## config.mk

```make
export PLATFORM = sky130hd
export DESIGN_NAME = regfile_wb_arbiter
export DESIGN_NICKNAME = d
export VERILOG_FILES = /design/src/rtl/wb_pkg.sv /design/src/rtl/wb_load_fifo.sv /design/src/rtl/regfile_wb_arbiter.sv
export SDC_FILE = /design/constraint.sdc
export NUM_CORES = 1
export LEC_CHECK = 0
export ABC_AREA = 1
export BUFFER_PORTS_ARGS = -buffer_cell sky130_fd_sc_hd__buf_2
export CAP_MARGIN = 15
export CORE_ASPECT_RATIO = 0.9
export CORE_MARGIN = 8
export CORE_UTILIZATION = 45
export CTS_CLUSTER_SIZE = 28
export DETAILED_ROUTE_END_ITERATION = 8
export GPL_ROUTABILITY_DRIVEN = 0
export HOLD_SLACK_MARGIN = 0.02
export MAX_ROUTING_LAYER = met4
export PLACE_DENSITY = 0.68
export SLEW_MARGIN = 20
export SYNTH_ARGS = -nofsm -noshare
export SYNTH_HDL_FRONTEND = slang
export SYNTH_SLANG_ARGS = --single-unit
```

## constraint.sdc

```tcl
create_clock -name clk -period 3.55 [get_ports clk]
set_input_delay 0.71 -clock clk [delete_from_list [all_inputs] [get_ports clk]]
set_output_delay 0.71 -clock clk [all_outputs]
set_load 0.02 [all_outputs]
```

## src/rtl/wb_pkg.sv

```systemverilog
// ============================================================================
// Module      : wb_pkg
// Description : Shared types and constants for the register-file writeback
//               arbiter and its load FIFO.
// Revision    : 1.0 - initial release
// ============================================================================
`default_nettype none

package wb_pkg;

  localparam int WB_ADDR_W = 5;
  localparam int WB_DATA_W = 32;
  localparam int REG_ZERO  = 0;
  localparam int REG_COUNT = 32;

  typedef struct packed {
    logic [WB_ADDR_W-1:0] rd;
    logic [WB_DATA_W-1:0] data;
  } wb_entry_t;

endpackage

`default_nettype wire

```

## src/rtl/wb_load_fifo.sv

```systemverilog
// ============================================================================
// Module      : wb_load_fifo
// Description : DEPTH-entry load-return FIFO with per-entry destination and
//               valid outputs for the writeback scoreboard.
// Revision    : 1.0 - initial release
// ============================================================================
`default_nettype none

module wb_load_fifo
  import wb_pkg::*;
#(
  parameter int ADDR_W = WB_ADDR_W,
  parameter int DATA_W = WB_DATA_W,
  parameter int DEPTH  = 4
) (
  input  logic                          clk,
  input  logic                          reset_n,
  input  logic                          push_i,
  input  logic                          pop_i,
  input  logic [ADDR_W-1:0]             wr_rd_i,
  input  logic [DATA_W-1:0]             wr_data_i,
  output logic [ADDR_W-1:0]             head_rd_o,
  output logic [DATA_W-1:0]             head_data_o,
  output logic                          full_o,
  output logic                          empty_o,
  output logic [$clog2(DEPTH):0]        count_o,
  output logic [DEPTH-1:0][ADDR_W-1:0]  entry_rd_o,
  output logic [DEPTH-1:0]              entry_vld_o
);

  localparam int PTR_W = $clog2(DEPTH);
  localparam int CNT_W = PTR_W + 1;

  logic [ADDR_W-1:0] rd_mem_q   [DEPTH];
  logic [DATA_W-1:0] data_mem_q [DEPTH];
  logic [PTR_W-1:0]  wr_ptr_q, wr_ptr_d;
  logic [PTR_W-1:0]  rd_ptr_q, rd_ptr_d;
  logic [CNT_W-1:0]  count_q,  count_d;

  always_comb begin
    wr_ptr_d = wr_ptr_q;
    rd_ptr_d = rd_ptr_q;
    count_d  = count_q + CNT_W'(push_i) - CNT_W'(pop_i);
    if (push_i) wr_ptr_d = wr_ptr_q + PTR_W'(1);
    if (pop_i)  rd_ptr_d = rd_ptr_q + PTR_W'(1);
  end

  always_ff @(posedge clk or negedge reset_n) begin
    if (!reset_n) begin
      wr_ptr_q <= '0;
      rd_ptr_q <= '0;
      count_q  <= '0;
    end else begin
      wr_ptr_q <= wr_ptr_d;
      rd_ptr_q <= rd_ptr_d;
      count_q  <= count_d;
    end
  end

  // Payload storage needs no reset: validity is tracked by pointers/count.
  always_ff @(posedge clk) begin
    if (push_i) begin
      rd_mem_q[wr_ptr_q]   <= wr_rd_i;
      data_mem_q[wr_ptr_q] <= wr_data_i;
    end
  end

  assign head_rd_o   = rd_mem_q[rd_ptr_q];
  assign head_data_o = data_mem_q[rd_ptr_q];
  assign full_o      = (count_q == CNT_W'(DEPTH));
  assign empty_o     = (count_q == '0);
  assign count_o     = count_q;

  for (genvar i = 0; i < DEPTH; i++) begin : g_entry
    logic [PTR_W-1:0] w_offset;
    assign w_offset       = PTR_W'(i) - rd_ptr_q;
    assign entry_rd_o[i]  = rd_mem_q[i];
    assign entry_vld_o[i] = ({1'b0, w_offset} < count_q);
  end

endmodule

`default_nettype wire

```

## src/rtl/regfile_wb_arbiter.sv

```systemverilog
// ============================================================================
// Module      : regfile_wb_arbiter
// Description : Drives the register-file write port from an ALU result stream
//               (priority) and a buffered load-return stream, with starvation
//               back-pressure and a pending-load scoreboard.
//               Optional: WB_BYPASS_EN writes a load straight through when the
//               FIFO is empty and the ALU does not claim the port.
// Revision    : 1.0 - initial release
// ============================================================================
`default_nettype none

module regfile_wb_arbiter
  import wb_pkg::*;
#(
  parameter int DATA_W       = WB_DATA_W,
  parameter int ADDR_W       = WB_ADDR_W,
  parameter int DEPTH        = 4,
  parameter int STARVE_LIMIT = 4
) (
  input  logic                   clk,
  input  logic                   reset_n,
  input  logic                   alu_valid,
  output logic                   alu_ready,
  input  logic [ADDR_W-1:0]      alu_rd,
  input  logic [DATA_W-1:0]      alu_data,
  input  logic                   mem_valid,
  output logic                   mem_ready,
  input  logic [ADDR_W-1:0]      mem_rd,
  input  logic [DATA_W-1:0]      mem_data,
  output logic                   reg_write,
  output logic [ADDR_W-1:0]      write_reg,
  output logic [DATA_W-1:0]      write_data,
  input  logic [ADDR_W-1:0]      query_reg1,
  input  logic [ADDR_W-1:0]      query_reg2,
  output logic                   query_hit1,
  output logic                   query_hit2,
  output logic [$clog2(DEPTH):0] fifo_count
);

  localparam int                SC_W       = $clog2(STARVE_LIMIT + 1);
  localparam logic [SC_W-1:0]   STARVE_MAX = SC_W'(STARVE_LIMIT);
  localparam logic [ADDR_W-1:0] RZ         = ADDR_W'(REG_ZERO);

  logic                         w_full, w_empty;
  logic [ADDR_W-1:0]            w_head_rd;
  logic [DATA_W-1:0]            w_head_data;
  logic [DEPTH-1:0][ADDR_W-1:0] w_entry_rd;
  logic [DEPTH-1:0]             w_entry_vld;
  logic                         w_push, w_pop, w_alu_win, w_bypass;
  logic [SC_W-1:0]              starve_cnt_q, starve_cnt_d;

  wb_load_fifo #(
    .ADDR_W (ADDR_W),
    .DATA_W (DATA_W),
    .DEPTH  (DEPTH)
  ) u_fifo (
    .clk         (clk),
    .reset_n     (reset_n),
    .push_i      (w_push),
    .pop_i       (w_pop),
    .wr_rd_i     (mem_rd),
    .wr_data_i   (mem_data),
    .head_rd_o   (w_head_rd),
    .head_data_o (w_head_data),
    .full_o      (w_full),
    .empty_o     (w_empty),
    .count_o     (fifo_count),
    .entry_rd_o  (w_entry_rd),
    .entry_vld_o (w_entry_vld)
  );

  // An ALU result to r0 completes its handshake but leaves the port free.
  always_comb begin
    alu_ready = reset_n && (starve_cnt_q != STARVE_MAX);
    mem_ready = reset_n && !w_full;
    w_alu_win = alu_valid && alu_ready && (alu_rd != RZ);
    w_pop     = reset_n && !w_alu_win && !w_empty;
    w_bypass  = 1'b0;
`ifdef WB_BYPASS_EN
    w_bypass  = reset_n && !w_alu_win && w_empty && mem_valid && mem_ready && (mem_rd != RZ);
`endif
    w_push    = mem_valid && mem_ready && (mem_rd != RZ) && !w_bypass;
  end

  always_comb begin
    reg_write  = 1'b0;
    write_reg  = '0;
    write_data = '0;
    if (w_alu_win) begin
      reg_write  = 1'b1;
      write_reg  = alu_rd;
      write_data = alu_data;
    end else if (w_pop) begin
      reg_write  = 1'b1;
      write_reg  = w_head_rd;
      write_data = w_head_data;
    end else if (w_bypass) begin
      reg_write  = 1'b1;
      write_reg  = mem_rd;
      write_data = mem_data;
    end
  end

  // A saturated counter forces alu_ready low, so the head always pops next.
  always_comb begin
    starve_cnt_d = starve_cnt_q;
    if (w_pop || w_empty)
      starve_cnt_d = '0;
    else if (starve_cnt_q != STARVE_MAX)
      starve_cnt_d = starve_cnt_q + SC_W'(1);
  end

  always_ff @(posedge clk or negedge reset_n) begin
    if (!reset_n) starve_cnt_q <= '0;
    else          starve_cnt_q <= starve_cnt_d;
  end

  always_comb begin
    query_hit1 = 1'b0;
    query_hit2 = 1'b0;
    for (int i = 0; i < DEPTH; i++) begin
      if (w_entry_vld[i] && (w_entry_rd[i] == query_reg1)) query_hit1 = 1'b1;
      if (w_entry_vld[i] && (w_entry_rd[i] == query_reg2)) query_hit2 = 1'b1;
    end
    if (query_reg1 == RZ) query_hit1 = 1'b0;
    if (query_reg2 == RZ) query_hit2 = 1'b0;
  end

endmodule

`default_nettype wire

```

-- Word-level counts from Yosys, hierarchy flattened
Memories as Yosys holds them, arrays and structs flattened.
Cells that the tools add are included.
- reductions and logical operators: 26
- add/sub/neg operators: 9
- equality and inequality tests: 10
- order comparisons: 4
- mux-type cells: 20
- operators with widths (operator ; count):
    2-to-1 mux 32 bit ; 2
    equality test 5 bit ; 8
    logical AND 1 bit ; 16
    2-to-1 mux 1 bit ; 14
    < comparator 2 x 3 -> 1 bit ; 4
    logical NOT 5 bit ; 2
    2-to-1 mux 5 bit ; 2
    nonzero test 5 bit ; 2
    2-to-1 mux 3 bit ; 2
    adder 2 x 1 -> 2 bit (second input constant) ; 2
    subtractor 1 x 2 -> 2 bit (first input constant) ; 2
    subtractor 2 bit (first input constant) ; 2
    adder 3 x 1 -> 3 bit ; 1
    adder 3 x 1 -> 3 bit (second input constant) ; 1
    equality test 3 bit (second input constant) ; 1
    logical NOT 1 bit ; 3
    logical NOT 3 bit ; 1
    != test 3 bit (second input constant) ; 1
    subtractor 3 x 1 -> 3 bit ; 1
    nonzero test 2 bit ; 1
    logical OR 1 bit ; 1
- RAM bits: 148
- memories: 2
- output and inout port bits: 45
- logic and storage cells: 75
- register bits after elaboration: 10
- memory list (memory ; depth ; bits a word ; read ports ; clocked after Yosys merged registers in ; write ports ; RTL line ; RTL):
    u_fifo.data_mem_q ; 4 ; 32 ; 1 ; 0 ; 1 ; wb_load_fifo.sv:35 ; logic [DATA_W-1:0] data_mem_q [DEPTH];
    u_fifo.rd_mem_q ; 4 ; 5 ; 5 ; 0 ; 1 ; wb_load_fifo.sv:34 ; logic [ADDR_W-1:0] rd_mem_q [DEPTH];

-- Logic depth before layout (Yosys ltp)
- word-level depth: 9
- depth in mapped cells: 14

-- Hierarchy
From an unflattened synthesis, not the netlist that was laid out.
- cells, all modules: 919
- area, all modules: 7908.8 µm²
- modules (own cells, without submodules) (module ; area an instance (µm²) ; cells each ; instances):
    wb_load_fifo ; 6407.4 ; 578 ; 1
    regfile_wb_arbiter ; 1501.4 ; 341 ; 1

-- Worst setup path after synthesis
Ideal clock, no wire load.
- path type: input to register
- from: input port reset_n
- to: memory u_fifo.data_mem_q[0][0] (netlist name), enable pin
- slack: 0.149 ns
- library setup time: 0.431 ns
- data arrival time: 2.970 ns
- buffers on the path: 0
- stages: 6
- cells stage by stage: inv_1 -> nor2_2 -> nand2_1 -> nor2_1 -> inv_2 -> nor2_1
- cells in the longest elaborated chain, start to end: 5
- ends and longest elaborated chain (what ; RTL line ; RTL):
    start, declared ; regfile_wb_arbiter.sv:21 ; input logic reset_n,
    logical AND 1 bit ; regfile_wb_arbiter.sv:75 ; mem_ready = reset_n && !w_full;
    net mem_ready ; regfile_wb_arbiter.sv:27 ; output logic mem_ready,
    logical AND 1 bit (2 in a row) ; regfile_wb_arbiter.sv:82 ; w_push = mem_valid && mem_ready && (mem_rd != RZ) && !w_bypass;
    2-to-1 mux 1 bit ; wb_load_fifo.sv:62 ; if (push_i) begin
    2-to-1 mux 1 bit (not written as such) ; wb_load_fifo.sv:64 ; data_mem_q[wr_ptr_q] <= wr_data_i;
    end, declared ; wb_load_fifo.sv:35 ;
The timed path passes the listed nets, and every way through them passes these cells.

-- Final worst setup path
- from: register u_fifo.rd_ptr_q[0]
- to: output port query_hit2
- cells in the longest elaborated chain, start to end: 8
- elaborated cells between the ends (all ways): 17
- classes of those cells: add/sub (4); order compare (4); mux (5); reduce/logical (4)
- ends and longest elaborated chain (what ; RTL line ; RTL):
    start, declared ; wb_load_fifo.sv:37 ; logic [PTR_W-1:0] rd_ptr_q, rd_ptr_d;
    start signal, assigned ; wb_load_fifo.sv:55 ; rd_ptr_q <= rd_ptr_d;
    subtractor 1 x 2 -> 2 bit ; wb_load_fifo.sv:76 ; assign w_offset = PTR_W'(i) - rd_ptr_q;
    < comparator 2 x 3 -> 1 bit ; wb_load_fifo.sv:78 ; assign entry_vld_o[i] = ({1'b0, w_offset} < count_q);
    logical AND 1 bit ; regfile_wb_arbiter.sv:123 ; if (w_entry_vld[i] && (w_entry_rd[i] == query_reg2)) query_hit2 = 1'b1;
    2-to-1 mux 1 bit (3 in a row) ; regfile_wb_arbiter.sv:123 ;
    2-to-1 mux 1 bit * ; regfile_wb_arbiter.sv:123 ;
    2-to-1 mux 1 bit * ; regfile_wb_arbiter.sv:126 ; if (query_reg2 == RZ) query_hit2 = 1'b0;
    end, declared ; regfile_wb_arbiter.sv:36 ; output logic query_hit2,
Mark *: on every way between the ends. The rest lies on a longest branch, timed or not.

==> out/metrics.cfg <==
[worst_setup_path]
crit_chain = inv_2, nor2_4, nor2_1, inv_1, ha_1, nand2_1, nand2_1, nand2_1, nand3_1, nand2_1, nor2_1, nor2_1, buf_2
startpoint_type = flop
crit_path_frequent_cell = nand2_1
worstSetupPathType = flop to primary output
critPathSlowestCell = dfrtp_1
cp_top_family = simple AND/OR/NAND/NOR gates
cp-end-kind = primary output
crit_required_ns = 2.84
cpPeakStageDelay_ns = 0.51
path_buf_inv = 3
critPathArrivalTime_ns = 2.34
cp_max_fo = 8

[clock_network]
cts.reportedPaths.clkPinSlew_ns = 0.06
cts_tree = built
numCtsBuffers = 17
hold_buffers = 0
cts_resized = 0
htree_num_levels = 4
cts_buffer_depth = 2
clk_latency_ns = 0.41
root_buffer = clkbuf_16
clock_sinks = 158
post-cts-setup-buffers = 0

[floorplanning]
die_y_um = 136
die_area_um2 = 20400
dieWidth_um = 150
num_rows = 44
ioPinCount = 133
core_um2 = 16000
start_util_pct = 45.4

[synthesis]
syn_area_um2 = 7250
synth_area_per_cell_um2 = 10.8
synth_nets = 775
ys_top_cells_by_area = edfxtp_1 61%, nand2_1 14%, dfrtp_1 3.5%
ys.flop_type = edfxtp_1
syn_inst = 674
yosysWarnings = 0
synth.top_cell.area_share_pct = 61.3
yosysUniqueCellTypes = 29
synth_edf_count = 148
ys_seq_elements = 158
synth_top_cell_by_area = edfxtp_1
synth.most_common_cell = nand2_1
yosysSeqAreaShare_pct = 64.7
ys_top_cells_by_count = 265 x nand2_1, 148 x edfxtp_1, 44 x inv_1
async_flop_share_pct = 6.33

[timing]
fmax_ghz = 0.328
worst_pin_slew_ns = 0.601
timing.slew.headroom_pct = 59.8
hold_viol_final = 0
setup_viol = 0
tns_ns = 0
slew_violations = 0
skew_ns = 0.00712
rsz0062_at_grt = no
fin_crit_ns = 3.05
timing.final.crit_share_pct = 85.9

[detailed_routing]
wl_per_cell_um = 15.8
dr.first_iter.drc_count = 299
drc_errors = 0
vias = 5088
ant_nets = 0
dr.pass1.iters = 8
wl_mm = 16.4
vias_per_cell = 4.91

[hold_path]
hp-class = primary input to asynchronous set/reset pin

[placement]
post-dp-hpwl_mm = 10.9
io_buffers = 132
dp.cells = 1001

[final_layout]
drive_gt1_share_pct = 23.5
area_growth_pct = 21.7
stdcell_count = 1036
layout.nets = 914

[pwr]
finalPower_mw = 6.40
vdd_ir_drop_max_mv = 0.438
power_leakage_nw = 3.74
power.density_nw_per_um2 = 725

[global_routing]
grt_overflow = 0
grt_pass1_vias = 5125
track_usage_pct = 17.1
grt_pass1_wl_mm = 26.1
grt_antenna_before_repair = 3
grt_max_degree = 38

[flow_run]
maxCapViolations = 0

[run_status]
status = completed

[power breakdown]
group | internal [mW] | total [mW] | switching [mW]
clock | 1.12 | 1.84 | 0.716
combinational | 0.707 | 2.15 | 1.44
sequential | 2.28 | 2.41 | 0.134
[routing by layer]
layer / wire, um / vias up / global-route usage [%] / part of all wire, %
met4: 178 / 0 / 4.33 / 1.1
li1: - / 2570 / - / -
met2: 7310 / 180 / 26.5 / 45
met3: 1390 / 15 / 5.12 / 8.5
met1: 7480 / 2323 / 21.8 / 46
met5: 0 / - / - / 0
[cells by family after synthesis]
group                    after synthesis  synth area share (%)
XOR/XNOR                              23                  2.78
AO/OA/AOI/OAI                         52                  5.21
buffers and inverters                 73                  4.81
flip-flops                           158                  64.7
adder cells (fa/ha/maj)               13                  2.35
AND/OR/NAND/NOR                      355                  20.1
[through the flow]
step,hold WS [ns],worst slack (ns),utilization (%),cell area [um^2]
after detailed placement,0.535,0.612,51.4,8200
after CTS,0.181,0.450,55.2,8810
after global routing,0.188,0.236,55.3,8820
after global placement,0.540,0.686,51.4,8200
final,0.185,0.501,55.3,8820
after floorplan,0.414,0.149,-,7250
[cells in the final DEF, fill, tap and decap left out, types with 2 or more instances in the layout]
cell and count:
nand2_1 265, edfxtp_1 148, buf_2 132, inv_1 44, nand3_1 37, a22oi_1 32, nor2_1 25, clkbuf_16 17
xor2_1 12, ha_1 12, xnor2_1 11, o21ai_0 10, dfrtp_1 10, nor3_1 8, nand4_1 8, nor2_4 7
buf_12 6, inv_2 5, a21oi_1 5, a22oi_2 5, inv_6 4, buf_4 4, diode_2 3, bufinv_16 3
clkinv_4 3, clkinv_1 2, clkinvlp_4 2
[layout make-up]
class                      count  area, um^2
tap                          207         259
timing repair buffer         142         811
multi-input combinational    443        2250
antenna                        3        7.51
sequential                   158        4690
fill                        1386        7140
clock inverter                14         181
inverter                      51         194
clock buffer                  18         429
[sequential cells by signal, summed over array words and instances (netlist names)]
name / cells
u_fifo.count_o: 3
u_fifo.data_mem_q: 128
u_fifo.wr_ptr_q: 2
starve_cnt_q: 3
u_fifo.rd_ptr_q: 2
u_fifo.rd_mem_q: 20
[final timing paths]
check	from	to	slack, ns	depth (start not counted)
setup / recovery	u_fifo.rd_ptr_q[0]	query_hit2	0.50	13
setup reg to reg	starve_cnt_q[0]	u_fifo.count_o[2]	0.98	12
min in group clk	mem_data[21]	u_fifo.data_mem_q[3][21]	0.51	1
hold reg to reg	u_fifo.wr_ptr_q[0]	u_fifo.wr_ptr_q[0]	0.54	1
max in group asynchronous	reset_n	u_fifo.rd_ptr_q[1]	3.13	1
hold / removal	reset_n	starve_cnt_q[0]	0.19	1
(Power assumes the default switching activity.)
